### src/rtl/minion_uart_pkg.sv
// Shared definitions for the minion UART blocks.
//   rx_state_e    : receiver FSM states
//   MIN_DIV       : smallest usable baud divisor (smaller requests are clamped)
//   DEFAULT_DIV_W : default width of the baud divisor
package minion_uart_pkg;

  localparam int MIN_DIV       = 4;
  localparam int DEFAULT_DIV_W = 16;

  typedef enum logic [2:0] {
    ST_IDLE,
    ST_START,
    ST_DATA,
    ST_STOP,
    ST_WAIT_IDLE,
    ST_BREAK
  } rx_state_e;

endpackage

### src/rtl/minion_sync_fifo.sv
// First-word-fall-through synchronous FIFO with occupancy count.
//   clk, rst   : clock, synchronous active-high reset (empties the FIFO)
//   push_i     : write wdata_i (accepted when not full, or when full and popping)
//   wdata_i    : write data
//   pop_i      : drop the head entry (ignored when empty)
//   rdata_o    : head entry, valid whenever empty_o is 0
//   empty_o    : no entries
//   full_o     : DEPTH entries
//   count_o    : current number of entries
module minion_sync_fifo #(
  parameter int WIDTH = 8,
  parameter int DEPTH = 16,
  localparam int AW   = $clog2(DEPTH)
) (
  input  logic             clk,
  input  logic             rst,
  input  logic             push_i,
  input  logic [WIDTH-1:0] wdata_i,
  input  logic             pop_i,
  output logic [WIDTH-1:0] rdata_o,
  output logic             empty_o,
  output logic             full_o,
  output logic [AW:0]      count_o
);

  logic [WIDTH-1:0] mem_q [DEPTH];
  logic [AW-1:0]    wr_ptr_q, rd_ptr_q;
  logic [AW:0]      count_q, count_d;
  logic             do_push, do_pop;

  assign empty_o = (count_q == '0);
  assign full_o  = (count_q == (AW+1)'(DEPTH));
  assign count_o = count_q;
  assign rdata_o = mem_q[rd_ptr_q];

  assign do_pop  = pop_i && !empty_o;
  // A full FIFO still accepts a write when the head leaves in the same cycle.
  assign do_push = push_i && (!full_o || do_pop);

  always_comb begin
    count_d = count_q;
    case ({do_push, do_pop})
      2'b10:   count_d = count_q + (AW+1)'(1);
      2'b01:   count_d = count_q - (AW+1)'(1);
      default: count_d = count_q;
    endcase
  end

  always_ff @(posedge clk) begin
    if (rst) begin
      wr_ptr_q <= '0;
      rd_ptr_q <= '0;
      count_q  <= '0;
    end else begin
      // Pointers wrap naturally because DEPTH is a power of two.
      if (do_push) wr_ptr_q <= wr_ptr_q + AW'(1);
      if (do_pop)  rd_ptr_q <= rd_ptr_q + AW'(1);
      count_q <= count_d;
    end
  end

  always_ff @(posedge clk) begin
    if (do_push) mem_q[wr_ptr_q] <= wdata_i;
  end

endmodule

### src/rtl/minion_uart_rx.sv
// 8N1 UART receiver with oversampling bit timer and FWFT receive FIFO.
//   msoc_clk   : clock
//   rst        : synchronous active-high reset
//   baud_div   : clocks per bit (values below MIN_DIV are clamped)
//   rx         : asynchronous serial line, idle high
//   rx_data    : FIFO head, 0x00 when empty
//   rx_valid   : FIFO not empty
//   rx_ready   : pop head when rx_valid && rx_ready
//   frame_err  : 1-cycle pulse on bad stop bit with non-zero data
//   overrun    : 1-cycle pulse when a good byte is dropped on a full FIFO
//   u_break    : high while the line break is held
//   fifo_count : FIFO occupancy
module minion_uart_rx
  import minion_uart_pkg::*;
#(
  parameter int DIV_W      = DEFAULT_DIV_W,
  parameter int FIFO_DEPTH = 16
) (
  input  logic                        msoc_clk,
  input  logic                        rst,
  input  logic [DIV_W-1:0]            baud_div,
  input  logic                        rx,
  output logic [7:0]                  rx_data,
  output logic                        rx_valid,
  input  logic                        rx_ready,
  output logic                        frame_err,
  output logic                        overrun,
  output logic                        u_break,
  output logic [$clog2(FIFO_DEPTH):0] fifo_count
);

  rx_state_e        state_q, state_d;
  logic [1:0]       sync_q;
  logic             rxs, rxs_prev_q;
  logic [DIV_W-1:0] cnt_q, cnt_d, div_q, div_d, div_eff;
  logic [2:0]       bit_q, bit_d;
  logic [7:0]       data_q, data_d;
  logic             fe_q, fe_d, ov_q, ov_d;
  logic             push, tick;
  logic             fifo_empty, fifo_full, pop_fire;
  logic [7:0]       fifo_rdata;

  assign rxs      = sync_q[1];
  assign tick     = (cnt_q == '0);
  assign div_eff  = (baud_div < DIV_W'(MIN_DIV)) ? DIV_W'(MIN_DIV) : baud_div;
  assign pop_fire = rx_ready && !fifo_empty;

  always_comb begin
    state_d = state_q;
    cnt_d   = cnt_q;
    bit_d   = bit_q;
    data_d  = data_q;
    div_d   = div_q;
    push    = 1'b0;
    fe_d    = 1'b0;
    ov_d    = 1'b0;
    case (state_q)
      ST_IDLE: begin
        if (rxs_prev_q && !rxs) begin
          // Divisor is frozen for the whole frame; first sample is mid start bit.
          div_d   = div_eff;
          cnt_d   = div_eff >> 1;
          state_d = ST_START;
        end
      end
      ST_START: begin
        cnt_d = tick ? div_q - DIV_W'(1) : cnt_q - DIV_W'(1);
        if (tick) begin
          if (!rxs) begin
            state_d = ST_DATA;
            bit_d   = '0;
          end else begin
            state_d = ST_IDLE;
          end
        end
      end
      ST_DATA: begin
        cnt_d = tick ? div_q - DIV_W'(1) : cnt_q - DIV_W'(1);
        if (tick) begin
          data_d = {rxs, data_q[7:1]};
          bit_d  = bit_q + 3'd1;
          if (bit_q == 3'd7) state_d = ST_STOP;
        end
      end
      ST_STOP: begin
        cnt_d = tick ? div_q - DIV_W'(1) : cnt_q - DIV_W'(1);
        if (tick) begin
          if (rxs) begin
            // A pop in the same cycle frees a slot even when full.
            if (!fifo_full || pop_fire) push = 1'b1;
            else                        ov_d = 1'b1;
            state_d = ST_IDLE;
          end else if (data_q == 8'h00) begin
            state_d = ST_BREAK;
          end else begin
            fe_d    = 1'b1;
            state_d = ST_WAIT_IDLE;
          end
        end
      end
      ST_WAIT_IDLE, ST_BREAK: begin
        if (rxs) state_d = ST_IDLE;
      end
      default: state_d = ST_IDLE;
    endcase
  end

  always_ff @(posedge msoc_clk) begin
    if (rst) begin
      sync_q     <= 2'b11;
      rxs_prev_q <= 1'b1;
      state_q    <= ST_IDLE;
      cnt_q      <= '0;
      bit_q      <= '0;
      data_q     <= '0;
      div_q      <= DIV_W'(MIN_DIV);
      fe_q       <= 1'b0;
      ov_q       <= 1'b0;
    end else begin
      sync_q     <= {sync_q[0], rx};
      rxs_prev_q <= rxs;
      state_q    <= state_d;
      cnt_q      <= cnt_d;
      bit_q      <= bit_d;
      data_q     <= data_d;
      div_q      <= div_d;
      fe_q       <= fe_d;
      ov_q       <= ov_d;
    end
  end

  minion_sync_fifo #(
    .WIDTH (8),
    .DEPTH (FIFO_DEPTH)
  ) u_fifo (
    .clk     (msoc_clk),
    .rst     (rst),
    .push_i  (push),
    .wdata_i (data_q),
    .pop_i   (rx_ready),
    .rdata_o (fifo_rdata),
    .empty_o (fifo_empty),
    .full_o  (fifo_full),
    .count_o (fifo_count)
  );

  assign rx_valid  = !fifo_empty;
  assign rx_data   = rx_valid ? fifo_rdata : 8'h00;
  assign frame_err = fe_q;
  assign overrun   = ov_q;
  assign u_break   = (state_q == ST_BREAK);

endmodule

### config.mk
export PLATFORM = sky130hd
export DESIGN_NAME = minion_uart_rx
export DESIGN_NICKNAME = d
export VERILOG_FILES = /design/src/rtl/minion_uart_pkg.sv /design/src/rtl/minion_sync_fifo.sv /design/src/rtl/minion_uart_rx.sv
export SDC_FILE = /design/constraint.sdc
export NUM_CORES = 1
export LEC_CHECK = 0
export ABC_AREA = 1
export BUFFER_PORTS_ARGS = -buffer_cell sky130_fd_sc_hd__buf_2
export CORE_ASPECT_RATIO = 1.4
export CORE_MARGIN = 2
export CORE_UTILIZATION = 50
export CTS_CLUSTER_SIZE = 25
export DETAILED_ROUTE_END_ITERATION = 10
export PLACE_DENSITY_LB_ADDON = 0.3
export SLEW_MARGIN = 0
export SYNTH_ARGS = -nofsm -noshare
export SYNTH_HDL_FRONTEND = slang
export SYNTH_HIERARCHICAL = 1
export SYNTH_SLANG_ARGS = --single-unit
### constraint.sdc
create_clock -name msoc_clk -period 2.5 [get_ports msoc_clk]
set_input_delay 0.25 -clock msoc_clk [delete_from_list [all_inputs] [get_ports msoc_clk]]
set_output_delay 0.25 -clock msoc_clk [all_outputs]
set_load 0.02 [all_outputs]
# Yosys cells after proc, flatten, opt, wreduce, memory -nomap -nowiden
# Memory sizes are Yosys's and may differ from the RTL's. A register that Yosys moved wholly into a read port is not among the register bits.
# Index checks and enable logic that the tools add are counted.
[classes]
addsub = 7
order_cmp = 1
eq_ne = 16
muxes = 30
bitwise_logic = 3
n_reduce_logical = 23
[op_table]
columns = ["cell", "n"]
rows = [
  ["2-to-1 mux 16 bit", 3],
  ["one-hot mux 16 bit (2 select lines)", 1],
  ["subtractor 16 x 1 -> 16 bit, second input constant", 2],
  ["2-to-1 mux 3 bit", 10],
  ["zero test 16 bit", 1],
  ["less-than comparator 16 x 3 -> 1 bit, second input constant", 1],
  ["one-hot mux 3 bit (5 select lines)", 1],
  ["inequality test 2 bit, second input constant", 7],
  ["one-hot mux 5 bit (2 select lines)", 1],
  ["equality test 3 bit, second input constant", 3],
  ["2-to-1 mux 1 bit", 9],
  ["adder 4 x 1 -> 4 bit, second input constant", 2],
  ["zero test 8 bit", 1],
  ["2-to-1 mux 4 bit", 2],
  ["2-to-1 mux 8 bit", 1],
  ["OR reduction 4 bit", 2],
  ["equality test 3 x 2 -> 1 bit, second input constant", 2],
  ["one-hot mux 3 bit (2 select lines)", 1],
  ["AND reduction 2 bit", 3],
  ["AND reduction 6 bit", 1],
  ["nonzero test 2 bit", 3],
  ["adder 5 x 1 -> 5 bit, second input constant", 1],
  ["equality test 5 bit, second input constant", 1],
  ["zero test 5 bit", 1],
  ["other kinds (14)", 20],
]
[word_totals]
ff_bits = 64
ram_bits = 128
out_inout_bits = 17
n_memories = 1
[memory_table]
columns = ["memory", "depth", "word_bits", "read_ports", "rd_ports_with_merged_regs", "wr", "line_no", "text"]
rows = [
  ["u_fifo.mem_q", 16, 8, 1, 1, 1, "minion_sync_fifo.sv:26", "logic [WIDTH-1:0] mem_q [DEPTH];"],
]

# Depth between registers and ports, before layout
# Gate-level depths: netlist (run 1).
[depth]
ltp_word = 11
mapped_depth = 21
mapped_depth_nobuf = 20

# By module
# The synthesis (run 1) kept the hierarchy.
[modules_own_cells]
columns = ["mod", "instances", "cells_per_inst", "area_per_inst_um2", "seq_area_each_um2"]
rows = [
  ["minion_sync_fifo", 1, 539, 6177.2, 4184.0],
  ["minion_uart_rx", 1, 423, 2791.4, 1021.0],
]

# Least setup slack after synthesis (run 1)
# Ideal clock, no wire load.
[synth_path]
kind = "reg-to-reg"
start = "reg u_fifo.count_q[0] (netlist: u_fifo/count_o[0])"
end = "reg u_fifo.count_q[4] (netlist: u_fifo/count_o[4])"
setup_ns = 0.115
arrival_ns = 2.833
setup_slack_ns = -0.448
stages_incl_launch_ff = 22
n_path_buf = 1
synth_period_minus_slack_ns = 2.948
path_cell_list = "dfxtp_1 nor2_4 nand3_2 inv_1 clkbuf_1 inv_1 nand2_1 nand2_1 nand3_1 nor2_1 inv_1 nand3_1 inv_1 fa_1 a21oi_1 nor2_1 nor2_1 inv_1 nand2_1 nand3_1 nand2_1 nor2_1"
[synth_via]
elab_chain_len = 11
elab_cells_between_ends = 17
cone_classes = "2 x add/sub; 3 x eq/ne; 5 x mux; 7 x reduce/logical"
[synth_lines]
columns = ["item", "line_no", "text"]
rows = [
  ["start, declared", "minion_sync_fifo.sv:28", "logic [AW:0] count_q, count_d;"],
  ["start signal, assigned", "minion_sync_fifo.sv:58", "count_q <= count_d;"],
  ["zero test 5 bit *", "minion_sync_fifo.sv:31", "assign empty_o = (count_q == '0);"],
  ["via fifo_empty", "minion_uart_rx.sv:40", "logic fifo_empty, fifo_full, pop_fire;"],
  ["zero test 1 bit *", "-", ""],
  ["via rx_valid", "minion_uart_rx.sv:24", "output logic rx_valid,"],
  ["logical AND 1 bit *", "minion_sync_fifo.sv:36, minion_uart_rx.sv:46", ""],
  ["logical OR 1 bit *", "minion_sync_fifo.sv:38, minion_uart_rx.sv:90", ""],
  ["2-to-1 mux 1 bit *", "minion_uart_rx.sv:90", "if (!fifo_full || pop_fire) push = 1'b1;"],
  ["2-to-1 mux 1 bit *", "minion_uart_rx.sv:88", "if (rxs) begin"],
  ["2-to-1 mux 1 bit *", "minion_uart_rx.sv:87", "if (tick) begin"],
  ["2-to-1 mux 1 bit *", "minion_uart_rx.sv:57", "case (state_q)"],
  ["via push", "minion_uart_rx.sv:39", "logic push, tick;"],
  ["logical AND 1 bit *", "minion_sync_fifo.sv:38", "assign do_push = push_i && (!full_o || do_pop);"],
  ["equality test 2 x 1 -> 1 bit / equality test 2 bit (equally long branches)", "minion_sync_fifo.sv:42", "case ({do_push, do_pop})"],
  ["one-hot mux 5 bit (2 select lines) / nonzero test 2 bit (equally long branches)", "-", ""],
]
# The timed path passes the listed nets; every way through them passes the cells marked *.
# A chain may end at the register's enable or synchronous reset.

# Final worst setup path (run 1)
[layout_path]
start = "reg u_fifo.count_q[0] (netlist: u_fifo/count_o[0])"
end = "reg u_fifo.count_q[4] (netlist: u_fifo/count_o[4])"
[layout_via]
elab_chain_len = 11
elab_cells_between_ends = 17
cone_classes = "2 x add/sub; 3 x eq/ne; 5 x mux; 7 x reduce/logical"
[layout_lines]
columns = ["item", "line_no", "text"]
rows = [
  ["zero test 5 bit *", "minion_sync_fifo.sv:31", ""],
  ["via fifo_empty", "minion_uart_rx.sv:40", ""],
  ["zero test 1 bit *", "minion_uart_rx.sv:46", "assign pop_fire = rx_ready && !fifo_empty;"],
  ["logical AND 1 bit *", "minion_uart_rx.sv:46", ""],
  ["logical OR 1 bit *", "minion_uart_rx.sv:90", ""],
  ["2-to-1 mux 1 bit *", "minion_uart_rx.sv:90", ""],
  ["2-to-1 mux 1 bit *", "minion_uart_rx.sv:88", ""],
  ["2-to-1 mux 1 bit *", "minion_uart_rx.sv:87", ""],
  ["2-to-1 mux 1 bit *", "minion_uart_rx.sv:57", ""],
  ["via push", "minion_uart_rx.sv:39", ""],
  ["logical AND 1 bit *", "minion_sync_fifo.sv:38", ""],
  ["equality test 2 x 1 -> 1 bit / equality test 2 bit (equally long branches)", "minion_sync_fifo.sv:42", ""],
  ["one-hot mux 5 bit (2 select lines) / nonzero test 2 bit (equally long branches)", "-", ""],
]
# Marked as above.

==> impl_metrics.json, run 1 <==
{
  "rsz0062_at_grt": "true",
  "drv_cap": 0,
  "yosysSeqAreaShare": 0.580,
  "cts_sinks": 196,
  "synth.mux.area_fraction": 0,
  "cts_tree": "done",
  "synth_top_family_by_area": "simple AND/OR/NAND/NOR gates",
  "synth_xor_area_frac": 0.00293,
  "cp.required_ns": 2.83,
  "cp-start-kind": "flop",
  "finalCritPeriodShare": 0.941,
  "worstMarginPinSlew_ns": 0.836,
  "num_antenna_cells": 0,
  "dp.cells": 1232,
  "power_density_nw_per_um2": 1140,
  "post-route-util": 0.583,
  "synth_nets": 994,
  "drc_errors": 0,
  "crit_top_cell": "nand2_1",
  "wl_met1_um": 7900,
  "hold_viol": 0,
  "area_delta_synth_final_pct": 13.6,
  "route.met3.wl_um": 710,
  "start_util": 0.513,
  "drtIter0Drc": 432,
  "synth_top_area_cell": "edfxtp_1",
  "clk_path_buf_depth": 2,
  "grt_pass1_vias": 6472,
  "syn_inst": 962,
  "synth-main-ff-cell": "edfxtp_1",
  "vias_per_cell": 5.20,
  "drive_gt1_frac": 0.156,
  "grt_overflow": 0,
  "min_path_type": "input port to flop",
  "grt_pass1_wl_um": 32200,
  "num_rows": 57,
  "path_class": "flop to flop",
  "wl_um": 19900,
  "critPathSlowestCell": "dfxtp_4",
  "synth_top_cells_by_area": "edfxtp_1 (43%), dfxtp_1 (15%), nand2_1 (6.4%), inv_1 (5.9%), nand3_1 (4.6%)",
  "fp.dieArea_um2": 19000,
  "io_pins": 37,
  "power_frac_seq": 0.354,
  "path_cells": "nor2_4 -> nand3_2 -> inv_2 -> inv_4 -> nand2_1 -> nand2_1 -> nand3_1 -> nor2_2 -> inv_2 -> nand3_2 -> inv_2 -> ha_2 -> a21oi_2 -> nor2_1 -> nor2_1 -> inv_1 -> nand2_1 -> nand3_1 -> nand2_1 -> nor2_1",
  "dp_hpwl_um": 13800,
  "fin_nets": 1049,
  "switching_share": 0.413,
  "clock_latency_ns": 0.44,
  "setup_viol": 0,
  "synth_compound_area_frac": 0.125,
  "routabilityCongestion": 0.840,
  "fp.dieW_um": 117,
  "fillers": 1500,
  "ant_nets": 0,
  "ir_drop_mv": 0.792,
  "p_leak_nw": 4.15,
  "ys_ff_latch": 196,
  "combinationalPowerShare": 0.412,
  "drt_first_pass_iters": 5,
  "via_count": 6584,
  "path_clk_slew_ns": 0.07,
  "avgSynthCellArea_um2": 9.32,
  "clock_skew_ns": 0.00960,
  "pwr-share-clk": 0.234,
  "report.final.slew_viol_count": 0,
  "p_switching_mw": 4.80,
  "highest_layer": "met4",
  "finalNonFillerCells": 1266,
  "synth_fa_ha_area_frac": 0.0176,
  "intPower_mw": 6.81,
  "cts_made_buffers": 17,
  "slowest_delay_ns": 0.37,
  "critPathCaptureType": "flop",
  "synth_edf_count": 128,
  "cp.buffers_inverters": 5,
  "wl_per_cell_um": 15.7,
  "netlist_area_um2": 8970,
  "hold_depth": 3,
  "path_delay_family": "simple AND/OR/NAND/NOR gates",
  "timing.hold.ws_ns": 0.0826,
  "synth.most_common_cell": "nand2_1",
  "synth_simple_gate_area_share": 0.187,
  "ys_top_cells_by_count": "nand2_1 (153), inv_1 (142), edfxtp_1 (128)",
  "cts.htree.levels": 4,
  "cp.arrival_ns": 2.68,
  "wl_met2_um": 10900,
  "synthArstFlopShare": 0,
  "synth_top_area_frac": 0.429,
  "core_um2": 17500,
  "root_buffer": "clkbuf_16",
  "antenna_found_initial": 0,
  "io_buffers": 36,
  "track_usage": 0.223,
  "ys_warn_count": 6,
  "grt_max_degree": 45,
  "reg2reg_depth": 20,
  "slew_headroom": 0.441,
  "fin_crit_ns": 2.35,
  "timing.fmax_mhz": 425,
  "status": "completed",
  "die_h_um": 162,
  "critical_path_depth": 20,
  "path_max_fanout": 6,
  "ys_types": 43
}
## worst register-to-register path, delay by kind of cell (launching register included)
| family | cells | cell delay (ns) |
|---|---|---|
| adder cells (fa/ha/maj) | 1 | 0.31 |
| AND/OR/NAND/NOR | 13 | 1.05 |
| buffers and inverters | 5 | 0.37 |
| AO/OA/AOI/OAI | 1 | 0.14 |
| flip-flops | 1 | 0.37 |
## area by class of cell
type,count,area (um2),share of cell area
clock inverter,15,168,0.0165
sequential,196,5230,0.513
inverter,146,552,0.0542
timing repair buffer,77,523,0.0513
multi-input combinational,579,3000,0.294
clock buffer,17,425,0.0418
tap,236,295,0.0290
## per-layer routing
metal,global-route usage,vias to the layer above
li1,-,3344
met1,0.253,3088
met2,0.407,123
met3,0.0439,29
met4,0.0813,0
met5,0,-
## what timing repair did
action	CTS	global route
endpoints found under the setup margin	2	8
gates resized for setup	1	5
gates cloned	0	0
buffers inserted	0	1
hold endpoints to repair	1	0
hold buffers	1	0
## flip-flops by register name, summed over array words and instances, names as in the netlist, named ones only
signal / flops
data_q: 8
u_fifo/wr_ptr_q: 4
cnt_q: 16
state_q: 3
u_fifo/rd_ptr_q: 4
u_fifo/count_o: 5
div_q: 16
frame_err: 1
bit_q: 3
rxs_prev_q: 1
sync_q: 2
u_fifo/mem_q: 128
overrun: 1
## final timing paths
check / from / end / slack, ns
worst max register to register: u_fifo/count_o[0] / u_fifo/count_o[4] / 0.15
worst min-delay path: baud_div[9] / div_q[9] / 0.08
worst max-delay path: u_fifo/count_o[0] / u_fifo/count_o[4] / 0.15
worst min register to register: sync_q[0] / sync_q[1] / 0.45
## cell usage in the layout (no fill, tap or decap), types with 2 or more instances in the layout
master / count
nand2_1: 153
inv_1: 138
edfxtp_1: 128
nor2_1: 89
nand3_1: 82
a21oi_1: 79
o21ai_0: 62
dfxtp_1: 61
buf_4: 37
buf_2: 36
o211ai_1: 32
clkbuf_16: 17
ha_1: 10
nor2_2: 6
nor4_1: 6
o21ai_1: 6
nand2_2: 5
nor2_4: 5
inv_2: 5
nand3_2: 5
dfxtp_4: 5
a31oi_1: 4
inv_8: 4
nor3_1: 3
nand2_4: 3
a21oi_2: 3
clkinv_2: 3
a21boi_0: 3
or2_2: 3
xor2_1: 3
nand3_4: 2
nand4_1: 2
a211oi_1: 2
clkinv_8: 2
inv_6: 2
clkinv_4: 2
clkinvlp_4: 2
o211ai_2: 2
dfxtp_2: 2
buf_12: 2
## power groups by stage
stage,clock network [mW],registers (mW),logic [mW]
3_5_place_dp,0,4.21,4.68
3_3_place_gp,0,4.19,4.61
4_1_cts,2.77,4.13,4.72
2_1_floorplan,0,4.09,3.67
6_report,2.71,4.11,4.78
5_1_grt,2.88,4.15,5.41
## cell families (layout without fill, tap and decap cells)
logic type      Yosys count  after routing
simple gates            367            367
buf+inv                 187            255
fa+ha+maj                12             12
flops                   196            196
compound gates          197            197
xor+xnor                  3              3
## metrics by stage
step | TNS, ns | area [um2] | setup slack, ns | total power [mW]
detailed placement | 0 | 9560 | 0.0482 | 8.88
finish | 0 | 10200 | 0.147 | 11.6
global route | -0.104 | 10200 | -0.104 | 12.4
CTS | 0 | 10200 | 0.0237 | 11.6
global placement | 0 | 9560 | 0.141 | 8.80
floorplan | 0 | 9000 | 0.0135 | 7.76
Note: power is estimated with default switching activity, not from simulation.
==> inputs of run 2 (changes only) <==
- CORE_MARGIN: 2 -> unset
==> run 2 against run 1 <==
Compared with the run above: non-clock buffer count grew 1; clock skew grew 0.0013 ns; cell count is essentially flat; utilization grew 0.44 points; clock-buffer cell count grew 1; final area grew 0.76%; worst setup slack gained 0.033 ns; critical path depth shrank 2; register-to-register slack gained 0.03 ns; worst hold slack gained 0.0014 ns; total power grew 2.2%.
==> impl_metrics.json, run 2 (synthesis gave the netlist of run 1 again) <==
{
  "cp.arrival_ns": 2.64,
  "critPathCaptureType": "flop",
  "fin_crit_ns": 2.32,
  "area_delta_synth_final_pct": 14.4,
  "dp_hpwl_um": 13600,
  "grt_overflow": 0,
  "track_usage": 0.226,
  "drive_gt1_frac": 0.157,
  "path_class": "flop to flop",
  "post-route-util": 0.587,
  "via_count": 6623,
  "intPower_mw": 7.05,
  "fin_ws_ns": 0.180,
  "fin_nets": 1050,
  "wl_met1_um": 7760,
  "vias_per_cell": 5.23,
  "switching_share": 0.406,
  "setup_viol": 0,
  "p_switching_mw": 4.81,
  "power_density_nw_per_um2": 1160,
  "drt_first_pass_iters": 5,
  "status": "completed",
  "cts_sinks": 196,
  "pre_cts_ws_ns": 0.111,
  "multi_input_comb_area_um2": 3030,
  "critPathSlowestCell": "fa_2",
  "power_mw": 11.9,
  "top_regs": "u_fifo/mem_q x128, cnt_q x16, div_q x16",
  "grt_pass1_vias": 6442,
  "rsz0062_at_grt": "true",
  "timing.fmax_mhz": 431,
  "slowest_delay_ns": 0.40,
  "route.met3.wl_um": 634,
  "io_buffers": 36,
  "crit_top_cell": "nor2_1",
  "final_cell_mix": "nand2_1 (151), inv_1 (138), edfxtp_1 (128)",
  "wl_per_cell_um": 15.7,
  "drv_cap": 0,
  "ant_nets": 0,
  "clk_path_buf_depth": 2,
  "fp.dieW_um": 115,
  "num_antenna_cells": 0,
  "num_rows": 57,
  "fillers": 1520,
  "hold_viol": 0,
  "placed_area_um2": 9550,
  "fp.dieArea_um2": 18500,
  "grt_max_degree": 65,
  "root_buffer": "clkbuf_16",
  "power_frac_seq": 0.345,
  "largest_reg_flops": 128,
  "antenna_found_initial": 0,
  "finalNonFillerCells": 1267,
  "drtIter0Drc": 426,
  "combinationalPowerShare": 0.414,
  "die_h_um": 160,
  "drc_errors": 0,
  "cp.required_ns": 2.82,
  "clock_latency_ns": 0.43,
  "routabilityCongestion": 0.863,
  "min_path_type": "input port to flop",
  "wl_um": 19900,
  "path_cells": "nor2_4 -> nand3_4 -> inv_2 -> inv_4 -> nand2_1 -> nand2_2 -> nand3_1 -> nor2_2 -> inv_2 -> nand3_4 -> inv_4 -> fa_2 -> a21oi_2 -> nor2_1 -> nor2_1 -> nand2_1 -> a21oi_1 -> nor2_1",
  "dp.cells": 1230,
  "cts_tree": "done",
  "timing.hold.ws_ns": 0.0840,
  "grt_pass1_wl_um": 31400,
  "layout_commonest_cell": "nand2_1",
  "ir_drop_mv": 0.879,
  "final_area_um2": 10300,
  "report.final.slew_viol_count": 0,
  "cp.buffers_inverters": 4,
  "io_pins": 37,
  "finalSetupTns_ns": 0,
  "path_clk_slew_ns": 0.07,
  "path_delay_family": "simple AND/OR/NAND/NOR gates",
  "top_register": "u_fifo/mem_q",
  "clock_skew_ns": 0.0109,
  "p_leak_nw": 4.17,
  "cts.htree.levels": 4,
  "cp-start-kind": "flop",
  "core_um2": 17500,
  "start_util": 0.513,
  "finalCritPeriodShare": 0.928,
  "pwr-share-clk": 0.241,
  "slew_headroom": 0.415,
  "highest_layer": "met4",
  "worstMarginPinSlew_ns": 0.874,
  "path_max_fanout": 5,
  "wl_met2_um": 10900,
  "cts_made_buffers": 17,
  "regArea_um2": 5230
}
[run 2: changes by cell type in the layout (fill, tap and decap cells not counted), sizes merged]
cell    previous run  this run
bufinv             1         3
buf               76        77
inv              150       151
clkbuf            17        18
clkinv             8         4
[run 2: power by group through the flow]
| stage | Sequential, mW | Clock (mW) | Combinational, mW |
|---|---|---|---|
| after CTS | 4.11 | 2.91 | 4.74 |
| after floorplan | 4.09 | 0 | 3.67 |
| after global placement | 4.16 | 0 | 4.64 |
| after global routing | 4.13 | 3.03 | 5.43 |
| final | 4.09 | 2.86 | 4.91 |
| after detailed placement | 4.18 | 0 | 4.71 |
[run 2: metal layers]
metal,up-vias,global-route usage
met1,3126,0.245
met3,31,0.0426
met5,-,0
li1,3337,-
met4,0,0.110
met2,129,0.415
[run 2: path summary, 6_finish.rpt]
kind | startpoint | end | slack (ns) | depth (start not counted)
worst max-delay path | u_fifo/count_o[1] | u_fifo/count_o[4] | 0.18 | 18
worst min register to register | sync_q[0] | sync_q[1] | 0.43 | 1
worst max register to register | u_fifo/count_o[1] | u_fifo/count_o[4] | 0.18 | 18
worst min-delay path | baud_div[9] | div_q[9] | 0.08 | 3
[run 2: worst register-to-register path, cell delays in order (launching register included)]
cell     delay (ns)
dfxtp_4        0.39
nor2_4         0.06
nand3_4        0.10
inv_2          0.06
inv_4          0.04
nand2_1        0.05
nand2_2        0.07
nand3_1        0.08
nor2_2         0.15
inv_2          0.08
nand3_4        0.08
inv_4          0.06
fa_2           0.40
a21oi_2        0.12
nor2_1         0.05
nor2_1         0.13
nand2_1        0.09
a21oi_1        0.15
nor2_1         0.06
[run 2: final cells by class]
type                       count  share of cell area
tap                          236              0.0288
multi-input combinational    579               0.295
timing repair buffer          78              0.0529
sequential                   196               0.509
inverter                     146              0.0540
clock buffer                  18              0.0418
clock inverter                14              0.0184
[run 2: timing repair]
item	4_1_cts	5_1_grt
setup endpoints to repair	0	5
hold buffers	1	0
setup buffers	0	4
endpoints found under the hold margin	1	0
gates resized for setup	0	11
